==> src/rtl/alu_step_sequencer_pkg.sv <==
// Shared encodings for the control unit: opcodes, sequencer states, IR field
// positions and the ALU one-hot layout.
package alu_step_sequencer_pkg;

  localparam int IR_W  = 32;
  localparam int OPC_W = 5;
  localparam int REG_W = 4;

  localparam int OPC_LSB = 27;
  localparam int RA_LSB  = 23;
  localparam int RB_LSB  = 19;
  localparam int RC_LSB  = 15;

  localparam logic [OPC_W-1:0] OPC_ADD  = 5'b00011;
  localparam logic [OPC_W-1:0] OPC_SUB  = 5'b00100;
  localparam logic [OPC_W-1:0] OPC_AND  = 5'b00101;
  localparam logic [OPC_W-1:0] OPC_OR   = 5'b00110;
  localparam logic [OPC_W-1:0] OPC_ROR  = 5'b00111;
  localparam logic [OPC_W-1:0] OPC_ROL  = 5'b01000;
  localparam logic [OPC_W-1:0] OPC_SHR  = 5'b01001;
  localparam logic [OPC_W-1:0] OPC_SHRA = 5'b01010;
  localparam logic [OPC_W-1:0] OPC_SHL  = 5'b01011;
  localparam logic [OPC_W-1:0] OPC_MUL  = 5'b01111;
  localparam logic [OPC_W-1:0] OPC_DIV  = 5'b10000;
  localparam logic [OPC_W-1:0] OPC_NEG  = 5'b10001;
  localparam logic [OPC_W-1:0] OPC_NOT  = 5'b10010;

  // Bit positions inside the instruction-level ALU one-hot (IncPC is fetch-only).
  localparam int OP_ADD    = 0;
  localparam int OP_SUB    = 1;
  localparam int OP_AND    = 2;
  localparam int OP_OR     = 3;
  localparam int OP_ROR    = 4;
  localparam int OP_ROL    = 5;
  localparam int OP_SHR    = 6;
  localparam int OP_SHRA   = 7;
  localparam int OP_SHL    = 8;
  localparam int OP_MUL    = 9;
  localparam int OP_DIV    = 10;
  localparam int OP_NEGATE = 11;
  localparam int OP_NOT    = 12;
  localparam int ALU_OPS   = 13;

  typedef logic [ALU_OPS-1:0] alu_oh_t;

  typedef enum logic [3:0] {
    S_IDLE,
    S_T0,
    S_T1,
    S_T2,
    S_T3,
    S_T4,
    S_T5,
    S_T6,
    S_TRAP
  } state_e;

endpackage

==> src/rtl/alu_step_sequencer_alu_op_decode.sv <==
// Combinational opcode decode: ALU one-hot, operand count, result width and
// legality for the register-register ALU class.
module alu_op_decode
  import alu_step_sequencer_pkg::*;
(
  input  logic [OPC_W-1:0] i_opcode,
  output alu_oh_t          o_alu_oh,
  output logic             o_two_operand,
  output logic             o_wide_result,
  output logic             o_legal
);

  always_comb begin
    // NOTE: every output gets a default before the case, so no path leaves one unassigned and no latch is inferred.
    o_alu_oh      = '0;
    o_two_operand = 1'b1;
    o_wide_result = 1'b0;
    o_legal       = 1'b1;
    case (i_opcode)
      OPC_ADD:  o_alu_oh[OP_ADD]  = 1'b1;
      OPC_SUB:  o_alu_oh[OP_SUB]  = 1'b1;
      OPC_AND:  o_alu_oh[OP_AND]  = 1'b1;
      OPC_OR:   o_alu_oh[OP_OR]   = 1'b1;
      OPC_ROR:  o_alu_oh[OP_ROR]  = 1'b1;
      OPC_ROL:  o_alu_oh[OP_ROL]  = 1'b1;
      OPC_SHR:  o_alu_oh[OP_SHR]  = 1'b1;
      OPC_SHRA: o_alu_oh[OP_SHRA] = 1'b1;
      OPC_SHL:  o_alu_oh[OP_SHL]  = 1'b1;
      OPC_MUL: begin
        o_alu_oh[OP_MUL] = 1'b1;
        o_wide_result    = 1'b1;
      end
      OPC_DIV: begin
        o_alu_oh[OP_DIV] = 1'b1;
        o_wide_result    = 1'b1;
      end
      OPC_NEG: begin
        o_alu_oh[OP_NEGATE] = 1'b1;
        o_two_operand       = 1'b0;
      end
      OPC_NOT: begin
        o_alu_oh[OP_NOT] = 1'b1;
        o_two_operand    = 1'b0;
      end
      default: begin
        o_legal       = 1'b0;
        o_two_operand = 1'b0;
      end
    endcase
  end

endmodule

==> src/rtl/alu_step_sequencer.sv <==
// T-state control sequencer for fetch and register-register ALU instructions.
// Moore outputs decoded from the state register and IR.
module alu_step_sequencer
  import alu_step_sequencer_pkg::*;
#(
  parameter int CNT_W = 16
) (
  input  logic             clock,
  input  logic             clear,
  input  logic             run,
  input  logic [IR_W-1:0]  IR,
  output logic             PCout,
  output logic             ZHighout,
  output logic             ZLowout,
  output logic             MDRout,
  output logic             Rout,
  output logic [REG_W-1:0] Rout_sel,
  output logic             Rin,
  output logic [REG_W-1:0] Rin_sel,
  output logic             PCin,
  output logic             IRin,
  output logic             MARin,
  output logic             MDRin,
  output logic             Yin,
  output logic             Zin,
  output logic             HIin,
  output logic             LOin,
  output logic             Read,
  output logic             ADD,
  output logic             IncPC,
  output logic             AND,
  output logic             OR,
  output logic             NEGATE,
  output logic             NOT,
  output logic             SUB,
  output logic             MUL,
  output logic             DIV,
  output logic             SHR,
  output logic             SHRA,
  output logic             SHL,
  output logic             ROR,
  output logic             ROL,
  output logic             done,
  output logic             illegal,
  output logic [CNT_W-1:0] retired
);

  state_e           r_state;
  state_e           w_next_state;
  logic [CNT_W-1:0] r_retired;

  logic [OPC_W-1:0] w_opcode;
  logic [REG_W-1:0] w_ra;
  logic [REG_W-1:0] w_rb;
  logic [REG_W-1:0] w_rc;
  logic             w_unused_ir;

  alu_oh_t          w_alu_oh;
  alu_oh_t          w_op_en;
  logic             w_two_operand;
  logic             w_wide_result;
  logic             w_legal;

  assign w_opcode    = IR[OPC_LSB +: OPC_W];
  assign w_ra        = IR[RA_LSB +: REG_W];
  assign w_rb        = IR[RB_LSB +: REG_W];
  assign w_rc        = IR[RC_LSB +: REG_W];
  assign w_unused_ir = ^IR[RC_LSB-1:0];

  alu_op_decode u_alu_op_decode (
    .i_opcode      (w_opcode),
    .o_alu_oh      (w_alu_oh),
    .o_two_operand (w_two_operand),
    .o_wide_result (w_wide_result),
    .o_legal       (w_legal)
  );

  always_ff @(posedge clock or posedge clear) begin
    // NOTE: sequential state uses non-blocking assignments so every register samples pre-edge values.
    if (clear) begin
      r_state   <= S_IDLE;
      r_retired <= '0;
    end else begin
      r_state <= w_next_state;
      if (done) r_retired <= r_retired + CNT_W'(1);
    end
  end

  assign retired = r_retired;

  always_comb begin
    w_next_state = r_state;
    PCout        = 1'b0;
    ZHighout     = 1'b0;
    ZLowout      = 1'b0;
    MDRout       = 1'b0;
    Rout         = 1'b0;
    Rout_sel     = '0;
    Rin          = 1'b0;
    Rin_sel      = '0;
    PCin         = 1'b0;
    IRin         = 1'b0;
    MARin        = 1'b0;
    MDRin        = 1'b0;
    Yin          = 1'b0;
    Zin          = 1'b0;
    HIin         = 1'b0;
    LOin         = 1'b0;
    Read         = 1'b0;
    IncPC        = 1'b0;
    w_op_en      = '0;
    done         = 1'b0;
    illegal      = 1'b0;
    case (r_state)
      S_IDLE: if (run) w_next_state = S_T0;
      S_T0: begin
        PCout        = 1'b1;
        MARin        = 1'b1;
        IncPC        = 1'b1;
        Zin          = 1'b1;
        w_next_state = S_T1;
      end
      S_T1: begin
        ZLowout      = 1'b1;
        PCin         = 1'b1;
        Read         = 1'b1;
        MDRin        = 1'b1;
        w_next_state = S_T2;
      end
      S_T2: begin
        MDRout       = 1'b1;
        IRin         = 1'b1;
        w_next_state = S_T3;
      end
      S_T3: begin
        if (w_legal) begin
          Rout         = 1'b1;
          Rout_sel     = w_rb;
          Yin          = 1'b1;
          w_next_state = S_T4;
        end else begin
          w_next_state = S_TRAP;
        end
      end
      S_T4: begin
        w_op_en = w_alu_oh;
        Zin     = 1'b1;
        if (w_two_operand) begin
          Rout     = 1'b1;
          Rout_sel = w_rc;
        end
        w_next_state = S_T5;
      end
      S_T5: begin
        ZLowout = 1'b1;
        if (w_wide_result) begin
          LOin         = 1'b1;
          w_next_state = S_T6;
        end else begin
          Rin          = 1'b1;
          Rin_sel      = w_ra;
          done         = 1'b1;
          w_next_state = run ? S_T0 : S_IDLE;
        end
      end
      S_T6: begin
        ZHighout     = 1'b1;
        HIin         = 1'b1;
        done         = 1'b1;
        w_next_state = run ? S_T0 : S_IDLE;
      end
      // Trap is absorbing; only clear leaves it.
      S_TRAP: illegal = 1'b1;
      default: w_next_state = S_IDLE;
    endcase
  end

  assign ADD    = w_op_en[OP_ADD];
  assign SUB    = w_op_en[OP_SUB];
  assign AND    = w_op_en[OP_AND];
  assign OR     = w_op_en[OP_OR];
  assign ROR    = w_op_en[OP_ROR];
  assign ROL    = w_op_en[OP_ROL];
  assign SHR    = w_op_en[OP_SHR];
  assign SHRA   = w_op_en[OP_SHRA];
  assign SHL    = w_op_en[OP_SHL];
  assign MUL    = w_op_en[OP_MUL];
  assign DIV    = w_op_en[OP_DIV];
  assign NEGATE = w_op_en[OP_NEGATE];
  assign NOT    = w_op_en[OP_NOT];

endmodule

==> config.mk <==
export PLATFORM = sky130hd
export DESIGN_NAME = alu_step_sequencer
export DESIGN_NICKNAME = d
export VERILOG_FILES = /design/src/rtl/alu_step_sequencer_pkg.sv /design/src/rtl/alu_step_sequencer_alu_op_decode.sv /design/src/rtl/alu_step_sequencer.sv
export SDC_FILE = /design/constraint.sdc
export NUM_CORES = 1
export LEC_CHECK = 0
export BUFFER_PORTS_ARGS = -buffer_cell sky130_fd_sc_hd__buf_4
export CORE_MARGIN = 3
export CORE_UTILIZATION = 43
export DETAILED_ROUTE_END_ITERATION = 10
export PLACE_DENSITY = 0.8
export SETUP_SLACK_MARGIN = 0.2
export SLEW_MARGIN = 30
export SYNTH_ARGS = -nofsm -noshare
export SYNTH_HDL_FRONTEND = slang
export SYNTH_HIERARCHICAL = 1
export SYNTH_SLANG_ARGS = --single-unit
export TNS_END_PERCENT = 10
==> constraint.sdc <==
create_clock -name clock -period 2.5 [get_ports clock]
set_input_delay 0 -clock clock [delete_from_list [all_inputs] [get_ports clock]]
set_output_delay 0 -clock clock [all_outputs]
set_load 0.1 [all_outputs]
== Word-level counts from Yosys, hierarchy flattened ==
Index checks and enable logic that the tools add are counted.

* Flip-flop bits (word level): 20
* Bits in latches: 0
* Bits in writable memories: 0
* Memory bits (read-only): 0
* Input bits: 35
* Word-level logic and storage cells: 76
* Memories: 0

* Add/sub/neg operators: 1
* $mul: 0
* Divide/modulo/power cells: 0
* Order comparisons: 0
* Equality and inequality tests: 22
* Shifts and indexed selects: 0
* Mux-type cells: 43
* Bitwise logic cells: 1
* Reductions and logical operators: 7

{| class="wikitable"
|+ Operators by type and width
! cell !! count
|-
| 4-bit case mux with 9 select lines || 1
|-
| 1-bit 2-to-1 mux || 31
|-
| 5-bit by 4-bit equality test with 1-bit output (second input constant) || 5
|-
| 4-bit 2-to-1 mux || 6
|-
| 5-bit by 3-bit equality test with 1-bit output (second input constant) || 4
|-
| 16-bit by 1-bit adder with 16-bit output (second input constant) || 1
|-
| 4-bit by 3-bit equality test with 1-bit output (second input constant) || 4
|-
| 5-bit equality test (second input constant) || 3
|-
| 13-bit 2-to-1 mux || 1
|-
| 13-bit OR reduction || 1
|-
| 11-bit OR reduction || 1
|-
| 4-bit by 2-bit equality test with 1-bit output (second input constant) || 2
|-
| 4-bit case mux with 2 select lines || 1
|-
| 2-bit OR reduction || 3
|-
| 5-bit by 2-bit equality test with 1-bit output (second input constant) || 1
|-
| 4-bit by 1-bit equality test with 1-bit output (second input constant) || 1
|-
| 4-bit equality test (second input constant) || 1
|-
| 4-bit zero test || 1
|-
| 1-bit case mux with 2 select lines || 2
|-
| 3-bit 2-to-1 mux || 1
|-
| 2-bit inequality test (second input constant) || 1
|-
| 2-bit AND reduction || 1
|-
| 1-bit inverter || 1
|}

== Depth between registers and ports, before layout ==
* Depth after elaboration: 5
* Mapped depth: 9

== Hierarchy ==
The synthesis kept the hierarchy.

{| class="wikitable"
|+ By module, submodules not included
! module !! times used !! cells each !! area each (sq um) !! sequential area each (sq um)
|-
| alu_step_sequencer || 1 || 135 || 1267.5 || 500.5
|-
| alu_op_decode || 1 || 36 || 193.9 || 0.0
|}

== Worst setup path after synthesis ==
Ideal clock, no wire load.

* Path type: input port to output port
* From: input IR[27]
* To: output Rin_sel[0]
* Arrival time: 3.813 ns
* Path slack: -1.313 ns
* Cell stages on the path: 6
* Cell sequence: buf_2 > and2_1 > and3_1 > a31o_1 > nor3_1 > and2_1

* Longest elaborated chain between the ends: 5

{| class="wikitable"
|+ Ends and longest elaborated chain
! what !! RTL line !! text
|-
| start: declaration || alu_step_sequencer.sv:11 || <nowiki>input logic [IR_W-1:0] IR,</nowiki>
|-
| 5-bit by 4-bit equality test with 1-bit output / 5-bit equality test (equally long branches) || alu_step_sequencer_alu_op_decode.sv:19 || <nowiki>case (i_opcode)</nowiki>
|-
| 2-bit OR reduction (no source line) (*) || -- ||
|-
| 1-bit 2-to-1 mux (*) || alu_step_sequencer_alu_op_decode.sv:19 ||
|-
| via w_wide_result || alu_step_sequencer.sv:61 || <nowiki>logic w_wide_result;</nowiki>
|-
| 4-bit 2-to-1 mux (*) || alu_step_sequencer.sv:156 || <nowiki>if (w_wide_result) begin</nowiki>
|-
| 4-bit 2-to-1 mux (*) || alu_step_sequencer.sv:114 || <nowiki>case (r_state)</nowiki>
|-
| end: declaration || alu_step_sequencer.sv:19 || <nowiki>output logic [REG_W-1:0] Rin_sel,</nowiki>
|}

The timed path passes the listed nets; every way through them passes the cells marked *.

== Worst setup path in the final report ==
* From: register r_state[2]
* To: output Rout_sel[2]

* Longest elaborated chain between the ends: 2

{| class="wikitable"
|+ Ends and longest elaborated chain
! what !! RTL line !! text
|-
| start: declaration || alu_step_sequencer.sv:48 || <nowiki>state_e r_state;</nowiki>
|-
| start signal: assignment || alu_step_sequencer.sv:84 || <nowiki>r_state <= w_next_state;</nowiki>
|-
| 4-bit by 3-bit equality test with 1-bit output || alu_step_sequencer.sv:114 ||
|-
| 4-bit case mux with 2 select lines (*) || alu_step_sequencer.sv:114 ||
|-
| end: declaration || alu_step_sequencer.sv:17 || <nowiki>output logic [REG_W-1:0] Rout_sel,</nowiki>
|}

Mark *: on every way between the ends. The rest lies on a longest branch, timed or not.

==> impl_metrics.py <==
metrics = {
    "worst_setup_path": {
        "worstPathArrival_ns": 2.09,
        "r2r_start": "r_state[2]",
        "start_kind": "register",
        "cp_slowest_cell": "dfrtp_1",
        "crit_required_ns": 2.50,
        "reg2reg_depth": 4,
        "crit_end": "Rout_sel[2]",
        "rr_endpoint": "retired[15]",
        "r2r_setup_slack_ns": 0.51,
        "crit_path_end_kind": "output port",
        "worstSetupStartpoint": "r_state[2]",
        "crit_chain": "nand2_1, nor3_1, buf_4, and2_1, a22o_1, buf_4",
        "crit_type": "register to output port",
        "critPathMaxFanout": 14,
        "crit_top_cell": "buf_4",
        "slowest_delay_ns": 0.58,
    },
    "logic_synthesis": {
        "seq_area_frac_synth": 0.342,
        "syn_nets": 207,
        "synth_edf_count": 0,
        "avgSynthCellArea_um2": 8.55,
        "yosys-top-cells-area": "dfrtp_1, and2_1, xor2_1",
        "ys_seq_elements": 20,
        "synth.distinct_cells": 40,
        "syn_area_mm2": 0.00146,
        "synthArstFlopShare": 1.00,
        "synth_top_cell_area_share": 0.342,
        "syn_inst": 171,
        "synth_top_cell_by_area": "dfrtp_1",
        "synth_ff_type": "dfrtp_1",
        "yosys-top-cells-count": "and2_1, dfrtp_1, nor2_1",
        "synth_warnings": 6,
    },
    "layout": {
        "fin_nets": 277,
        "drive_gt1_frac": 0.396,
        "area_growth_pct": 43.5,
        "n_fill_cell": 282,
        "antennaDiodeCount": 0,
        "layoutNonFillerInstCount": 284,
    },
    "timing": {
        "hold_viol": 0,
        "worstMarginPinSlew_ns": 0.747,
        "fmax_ghz": 0.478,
        "period_minus_slack_ns": 2.09,
        "final.period_utilization": 0.837,
        "holdWs_ns": 0.0543,
        "slew_viol_final": 0,
        "skew_ns": 0.00612,
        "slew_headroom": 0.501,
        "fin_setup_tns_ns": 0,
        "rsz0062_at_grt": "no",
        "setup_viol": 0,
    },
    "placed_design": {
        "portBuffers": 74,
        "dp_cells": 279,
        "routabilityCongestion": 0.741,
        "dp_hpwl_mm": 2.81,
    },
    "clocking": {
        "cts_root_buf": "clkbuf_4",
        "insertion_delay_ns": 0.31,
        "clk_pin_slew_ns": 0.12,
        "clkSinkCount": 20,
        "htreeDepth": 1,
        "tritoncts": "done",
        "cts_buffer_depth": 2,
        "cts_buffers": 3,
    },
    "pwr": {
        "power_density_mw_per_mm2": 1280,
        "p_leak_nw": 1.08,
        "ir_drop_v": 0.000640,
    },
    "global_routing": {
        "overflow": 0,
        "grt_max_degree": 21,
        "grt_pass1_vias": 1374,
        "grt_pass1_wl_mm": 5.95,
        "antenna_found_initial": 0,
        "grtUsageTotal": 0.177,
    },
    "routing": {
        "avgViaCountPerCell": 4.96,
        "avgRoutedWirePerCell_um": 12.5,
        "drtPass1Iterations": 4,
        "wl_mm": 3.54,
        "drt_iter0_drc": 59,
        "drc_errors": 0,
        "route.vias.total": 1410,
        "postRouteAntennaNets": 0,
    },
    "die": {
        "start_util": 0.463,
        "fp.dieW_um": 64.3,
        "io_pins": 90,
        "fp.dieArea_mm2": 0.00413,
        "die_h_um": 64.3,
        "core_mm2": 0.00315,
        "rows": 20,
    },
    "flow_run": {
        "timing.max_cap.violations": 0,
    },
    "worst_hold_path": {
        "hp-class": "input port to register",
    },
    "outcome": {
        "status": "finished clean",
    },
}
## cell type report
class                           count  area, um^2  area share
Sequential cell                    20         500       0.239
Timing Repair Buffer               80         603       0.288
Clock inverter                      1        30.0      0.0143
Tap cell                           44        55.1      0.0263
Inverter                            5        18.8     0.00895
Clock buffer                        3        22.5      0.0107
Multi-Input combinational cell    131         867       0.413
## repair_timing
| action | 4_1_cts | 5_1_grt |
|---|---|---|
| buffers inserted | 0 | 0 |
| hold buffers | 1 | 0 |
| hold endpoints to repair | 20 | 0 |
| gates resized for setup | 0 | 0 |
| endpoints found under the setup margin | 0 | 0 |
## critical path: cells and delay by family, from the launching register on
family          cells  cell delay [ns]
flops               1             0.58
compound gates      1             0.18
simple gates        3             0.53
buf+inv             2             0.49
## worst min path at each step
stage | cells past startpoint | slack, ns | endpoint | from
5_1_grt | 4 | 0.06 | r_state[0] | run
3_5_place_dp | 2 | 0.19 | retired[14] | clear
6_report | 4 | 0.05 | r_state[0] | run
3_3_place_gp | 2 | 0.16 | retired[14] | clear
4_1_cts | 4 | 0.05 | r_state[0] | run
2_1_floorplan | 1 | -0.04 | r_state[0] | clear
## per-layer routing
metal  share of wire  track usage  up-vias
met1            0.44        0.215      655
met4           0.012       0.0607        0
li1                -            -      714
met3           0.038       0.0369        5
met5               0            0        -
met2            0.51        0.309       36
## logic make-up after synthesis
logic type | Yosys count | share of synthesized area
XOR/XNOR | 15 | 0.0899
flip-flops | 20 | 0.342
buffers and inverters | 20 | 0.0830
multiplexers | 2 | 0.0154
AND/OR/NAND/NOR | 95 | 0.373
adder cells (fa/ha/maj) | 1 | 0.00856
AO/OA/AOI/OAI | 18 | 0.0873
## power by group
part / total, mW / switching [mW] / internal, mW
logic: 1.92 / 1.50 / 0.417
registers: 0.492 / 0.0941 / 0.398
clock network: 0.269 / 0.107 / 0.162
## sequential cells by signal, summed over array words and instances (netlist names)
register,flops
r_state,4
retired,16
## layout by cell type (no fill, tap or decap), types with 2 or more instances in the layout
master,n
and2_1,19
a21oi_1,3
and3_1,3
nor4b_1,3
nand4_1,2
nand3_1,3
xor2_1,10
xnor2_1,5
nor2_2,2
dfrtp_1,20
nand2_1,12
o21a_1,2
o21ai_0,3
nor2_1,17
mux2_2,2
nor2b_1,3
nor3_2,2
clkbuf_4,3
inv_1,5
a22o_1,5
nor3_1,11
buf_4,79
nand2b_1,6
## through the flow
stage / worst slack [ns] / cell area [um^2] / total power [mW] / util
after floorplan: -0.258 / 1490 / 2.09 / -
after global placement: 0.365 / 2030 / 2.41 / 0.645
after detailed placement: 0.362 / 2030 / 2.42 / 0.645
after CTS: 0.392 / 2100 / 2.69 / 0.665
after global routing: 0.231 / 2100 / 2.79 / 0.665
final: 0.407 / 2100 / 2.68 / 0.665
No activity file was read; power rests on OpenSTA's default activity.
